`src/rtl/reg_file8_pkg.sv`:
```
// rtl/reg_file8_pkg.sv - processor-wide constants for the 8-bit register file
package reg_file8_pkg;

  localparam int RF_WIDTH  = 8;
  localparam int RF_DEPTH  = 8;
  localparam int RF_ADDR_W = 3;

  typedef logic [RF_WIDTH-1:0]  word_t;
  typedef logic [RF_ADDR_W-1:0] addr_t;

endpackage

```
`src/rtl/reg_file8_read_port.sv`:
```
// rtl/reg_file8_read_port.sv - combinational read mux with optional write-first forwarding
module reg_file8_read_port
  import reg_file8_pkg::*;
#(
  parameter int WIDTH  = RF_WIDTH,
  parameter int DEPTH  = RF_DEPTH,
  parameter int ADDR_W = RF_ADDR_W,
  parameter int BYPASS = 1
) (
  input  logic [ADDR_W-1:0]            addr,
  input  logic [DEPTH-1:0][WIDTH-1:0]  regs,
  input  logic [DEPTH-1:0]             valid,
  input  logic                         wr_en,
  input  logic [ADDR_W-1:0]            wr_addr,
  input  logic [WIDTH-1:0]             wr_data,
  output logic [WIDTH-1:0]             data,
  output logic                         uninit
);

  localparam bit FORWARD = (BYPASS != 0);

  logic hit;

  always_comb begin
    // wr_en already carries the reset gate, so reset never forwards stale write data
    hit    = FORWARD && wr_en && (addr == wr_addr);
    data   = hit ? wr_data : regs[addr];
    uninit = hit ? 1'b0 : ~valid[addr];
  end

endmodule

```
`src/rtl/reg_file8.sv`:
```
// rtl/reg_file8.sv - 8x8 register file, two combinational read ports, one write port
module reg_file8
  import reg_file8_pkg::*;
#(
  parameter int WIDTH  = RF_WIDTH,
  parameter int DEPTH  = RF_DEPTH,
  parameter int ADDR_W = RF_ADDR_W,
  parameter int BYPASS = 1
) (
  input  logic              CLK,
  input  logic              RESET_N,
  input  logic [WIDTH-1:0]  IN,
  input  logic [ADDR_W-1:0] INADDRESS,
  input  logic              WRITE,
  input  logic [ADDR_W-1:0] OUT1ADDRESS,
  input  logic [ADDR_W-1:0] OUT2ADDRESS,
  output logic [WIDTH-1:0]  OUT1,
  output logic [WIDTH-1:0]  OUT2,
  output logic [DEPTH-1:0]  VALID,
  output logic              UNINIT1,
  output logic              UNINIT2
);

  logic [DEPTH-1:0][WIDTH-1:0] regs;
  logic [DEPTH-1:0]            valid;
  logic                        wr_live;

  always_ff @(posedge CLK or negedge RESET_N) begin
    if (!RESET_N) begin
      regs  <= '0;
      valid <= '0;
    end else if (WRITE) begin
      regs[INADDRESS]  <= IN;
      valid[INADDRESS] <= 1'b1;
    end
  end

  assign wr_live = WRITE & RESET_N;
  assign VALID   = valid;

  reg_file8_read_port #(
    .WIDTH(WIDTH), .DEPTH(DEPTH), .ADDR_W(ADDR_W), .BYPASS(BYPASS)
  ) u_port1 (
    .addr    (OUT1ADDRESS),
    .regs    (regs),
    .valid   (valid),
    .wr_en   (wr_live),
    .wr_addr (INADDRESS),
    .wr_data (IN),
    .data    (OUT1),
    .uninit  (UNINIT1)
  );

  reg_file8_read_port #(
    .WIDTH(WIDTH), .DEPTH(DEPTH), .ADDR_W(ADDR_W), .BYPASS(BYPASS)
  ) u_port2 (
    .addr    (OUT2ADDRESS),
    .regs    (regs),
    .valid   (valid),
    .wr_en   (wr_live),
    .wr_addr (INADDRESS),
    .wr_data (IN),
    .data    (OUT2),
    .uninit  (UNINIT2)
  );

endmodule
```
`config.mk`:
```
export PLATFORM = sky130hd
export DESIGN_NAME = reg_file8
export DESIGN_NICKNAME = d
export VERILOG_FILES = /design/src/rtl/reg_file8_pkg.sv /design/src/rtl/reg_file8_read_port.sv /design/src/rtl/reg_file8.sv
export SDC_FILE = /design/constraint.sdc
export NUM_CORES = 1
export LEC_CHECK = 0
export ABC_AREA = 1
export CAP_MARGIN = 20
export CORE_MARGIN = 2
export CORE_UTILIZATION = 53
export DETAILED_ROUTE_END_ITERATION = 6
export DONT_BUFFER_PORTS = 1
export GPL_TIMING_DRIVEN = 0
export PLACE_DENSITY = 0.75
export SYNTH_ARGS = -nofsm -noshare
export SYNTH_HDL_FRONTEND = slang
export SYNTH_SLANG_ARGS = --single-unit
```
`constraint.sdc`:
```
create_clock -name CLK -period 2.5 [get_ports CLK]
set_input_delay 0.25 -clock CLK [delete_from_list [all_inputs] [get_ports CLK]]
set_output_delay 0.25 -clock CLK [all_outputs]
set_load 0.005 [all_outputs]
```
==> insert_results.sql <==
INSERT INTO impl_metrics (metric_group, metric, value, unit) VALUES
('outcome', 'status', 'finished, violations left', ''),
('outcome', 'failed_checks', 'DRC, hold timing', ''),
('setup_path', 'cpLargestDelayFamily', 'simple AND/OR/NAND/NOR gates', ''),
('floorplan', 'top_level_ports', '46', ''),
('setup_path', 'critical_path.max_stage_delay', '360', 'ps'),
('setup_path', 'worstSetupPathType', 'in2out', ''),
('layout', 'flow.area_growth_from_synthesis', '8.83', '%'),
('setup_path', 'worst-path-max-fanout', '10', ''),
('pwr', 'static-leakage-power', '2.54', 'nW'),
('pwr', 'power.clock.fraction', '32.0', '%'),
('routing', 'overall_via_count_from_detail_route', '4631', ''),
('clock_tree', 'path_clk_slew', '90', 'ps'),
('setup_path', 'cp_data_arrival_time', '1520', 'ps'),
('setup_path', 'crit_top_cell', 'sky130_fd_sc_hd__nand2_1', ''),
('job', 'timing.max_cap.violations', '0', ''),
('routing', 'drc_violation_count_after_routing', '3', ''),
('routing', 'first_pass_iters', '7', ''),
('synthesis', 'synth_top_cell_area_share', '41.6', '%'),
('pwr', 'power.share.switching', '35.3', '%'),
('min_path', 'hp-class', 'in2reg', ''),
('global_routing', 'gr-usage-all-layers', '36.8', '%'),
('placement', 'place_inst', '771', ''),
('synthesis', 'synthDominantAreaCellType', 'sky130_fd_sc_hd__dfrtp_1', ''),
('pwr', 'power_density', '715', 'nW/um2'),
('placement', 'io_buffer_count', '0', ''),
('global_routing', 'global_route_wire_length_before_repair', '23900', 'um'),
('floorplan', 'vertical_extent_of_the_die', '94.4', 'um'),
('setup_path', 'end_kind', 'primary output', ''),
('synthesis', 'synth_top_cells_by_area', 'sky130_fd_sc_hd__dfrtp_1 (42%), sky130_fd_sc_hd__nand2_1 (23%), sky130_fd_sc_hd__nand3_1 (14%), sky130_fd_sc_hd__o21ai_0 (7.9%), sky130_fd_sc_hd__inv_1 (7.2%)', ''),
('sta', 'setup-tns-final', '0', 'ps'),
('global_routing', 'antenna_violations_before_repair', '0', ''),
('global_routing', 'globalRouteOverflowTotal', '0', ''),
('sta', 'maxClockFrequency', '0.564', 'GHz'),
('floorplan', 'core_region_area', '7810', 'um2'),
('setup_path', 'critical_path.startpoint_type', 'input port', ''),
('sta', 'hold_viol', '1', ''),
('routing', 'routedWlPerCell', '19.9', 'um'),
('layout', 'drive_gt1_share', '5.82', '%'),
('layout', 'finalNetCount', '702', ''),
('clock_tree', 'cts_post_setup_buffers_inserted', '0', ''),
('pwr', 'p_int', '2.18', 'mW'),
('synthesis', 'synth_seq_area_share', '41.6', '%'),
('floorplan', 'fp.dieW', '94.4', 'um'),
('synthesis', 'syn_avg_cell_area', '6.48', 'um2'),
('routing', 'routed_via_density', '5.87', ''),
('setup_path', 'critical-path-slowest-cell', 'sky130_fd_sc_hd__clkinv_1', ''),
('placement', 'dp_hpwl', '11200', 'um'),
('layout', 'n_antenna_cell', '0', ''),
('synthesis', 'yosys_register_bits', '72', ''),
('pwr', 'power.net_switching', '1.19', 'mW'),
('clock_tree', 'tritoncts', 'done', ''),
('global_routing', 'grt_pass1_vias', '4304', ''),
('sta', 'timing.final.max_slew_violations', '0', ''),
('floorplan', 'row_count', '32', ''),
('pwr', 'part_of_the_total_power_dissipated_in_sequential_elements', '43.7', '%'),
('synthesis', 'synth.distinct_cells', '16', ''),
('setup_path', 'worstSetupPathDepth', '8', ''),
('sta', 'report.final.setup_viol', '0', ''),
('clock_tree', 'cts_root_buffer', 'sky130_fd_sc_hd__clkbuf_8', ''),
('floorplan', 'floorplan.initialDensity', '55.5', '%'),
('synthesis', 'synth.yosys.warnings', '0', ''),
('synthesis', 'synthesized_cell_area', '4330', 'um2'),
('sta', 'timing.clock.skew', '0', 'ps'),
('layout', 'layout.filler_cells', '775', ''),
('pwr', 'logic_pwr_share', '24.4', '%'),
('setup_path', 'r2r_cell_count', '1', ''),
('pwr', 'vdd_ir_drop_max', '341', 'uV'),
('sta', 'hold_slack', '-1.12', 'ps'),
('routing', 'drtIter0Drc', '642', ''),
('sta', 'rsz_0062_raised_after_global_routing', 'no', ''),
('routing', 'routed_wl', '15700', 'um');
==> kinds of logic after synthesis <==
family | share of synthesized area, %
AOI/OAI and AO/OA | 8.31
DFF | 41.6
buffers and inverters | 11.2
and+or+nand+nor | 38.9
==> per-layer routing <==
metal / track usage (%) / vias to the layer above / share of wire, %
met2: 58.0 / 274 / 46
li1: - / 2122 / -
met4: 17.6 / 0 / 4.8
met5: 0 / - / 0
met1: 48.4 / 2177 / 39
met3: 7.98 / 58 / 10
==> cell usage in the layout (no fill, tap or decap), types with 4 or more instances in the layout <==
master,n
sky130_fd_sc_hd__dfrtp_1,72
sky130_fd_sc_hd__nor2_1,12
sky130_fd_sc_hd__inv_1,83
sky130_fd_sc_hd__buf_2,11
sky130_fd_sc_hd__clkbuf_8,9
sky130_fd_sc_hd__nand3_1,119
sky130_fd_sc_hd__inv_2,6
sky130_fd_sc_hd__nand2_1,269
sky130_fd_sc_hd__a21oi_1,4
sky130_fd_sc_hd__o21ai_0,68
sky130_fd_sc_hd__clkbuf_1,17
==> worst paths after layout <==
path | from | slack, ps | to
min | IN[2] | -1 | regs[58]
min reg2reg | regs[52] | 490 | regs[52]
min in group asynchronous | RESET_N | 480 | regs[60]
max | OUT1ADDRESS[2] | 730 | OUT1[2]
max reg2reg | VALID[7] | 1650 | VALID[7]
max in group asynchronous | RESET_N | 1720 | VALID[0]
==> Yosys cell counts <==
library cell / instances
sky130_fd_sc_hd__clkinv_1: 2
sky130_fd_sc_hd__a21oi_1: 4
sky130_fd_sc_hd__dfrtp_1: 72
sky130_fd_sc_hd__buf_2: 11
sky130_fd_sc_hd__nand2_2: 2
sky130_fd_sc_hd__o21ai_0: 68
sky130_fd_sc_hd__nor3_4: 1
sky130_fd_sc_hd__inv_2: 6
sky130_fd_sc_hd__nand3_1: 119
sky130_fd_sc_hd__nand2_1: 269
sky130_fd_sc_hd__inv_1: 83
sky130_fd_sc_hd__or2_2: 1
sky130_fd_sc_hd__buf_4: 1
sky130_fd_sc_hd__buf_6: 2
sky130_fd_sc_hd__nor2_1: 12
sky130_fd_sc_hd__clkbuf_1: 16
==> per-stage QoR <==
| step | power, mW | instance area (um2) | worst slack [ps] | util, % |
|---|---|---|---|---|
| after CTS | 3.35 | 4720 | 800 | 60.4 |
| after global placement | 2.23 | 4460 | 831 | 57.1 |
| after global routing | 3.54 | 4720 | 679 | 60.4 |
| after floorplan | 2.02 | 4330 | 1230 | - |
| after detailed placement | 2.26 | 4460 | 816 | 57.1 |
| final | 3.37 | 4720 | 728 | 60.4 |
==> state kept, by name, indices dropped and copies added (netlist names) <==
name / flops
regs: 64
VALID: 8
==> final cells by class <==
| cell class | count | share of cell area, % |
|---|---|---|
| clock buffer | 10 | 2.71 |
| buffer | 30 | 3.08 |
| inverter | 91 | 7.24 |
| tap | 102 | 2.71 |
| clock inverter | 6 | 1.91 |
| timing repair buffer | 2 | 0.796 |
| sequential | 72 | 38.2 |
| multi-input combinational | 476 | 43.4 |
==> power groups by stage <==
stage                     Combinational [mW]  Sequential, mW  Clock [mW]
after floorplan                        0.560            1.46           0
after detailed placement               0.767            1.49           0
after global placement                 0.749            1.49           0
final                                  0.822            1.47        1.08
after global routing                   0.926            1.49        1.12
after CTS                              0.802            1.47        1.08
==> what timing repair did <==
item	in CTS	in global routing
hold endpoints to repair	72	0
setup endpoints to repair	0	0
resized for setup	0	0
hold buffers	2	0
Note: power is estimated with default switching activity, not from simulation.
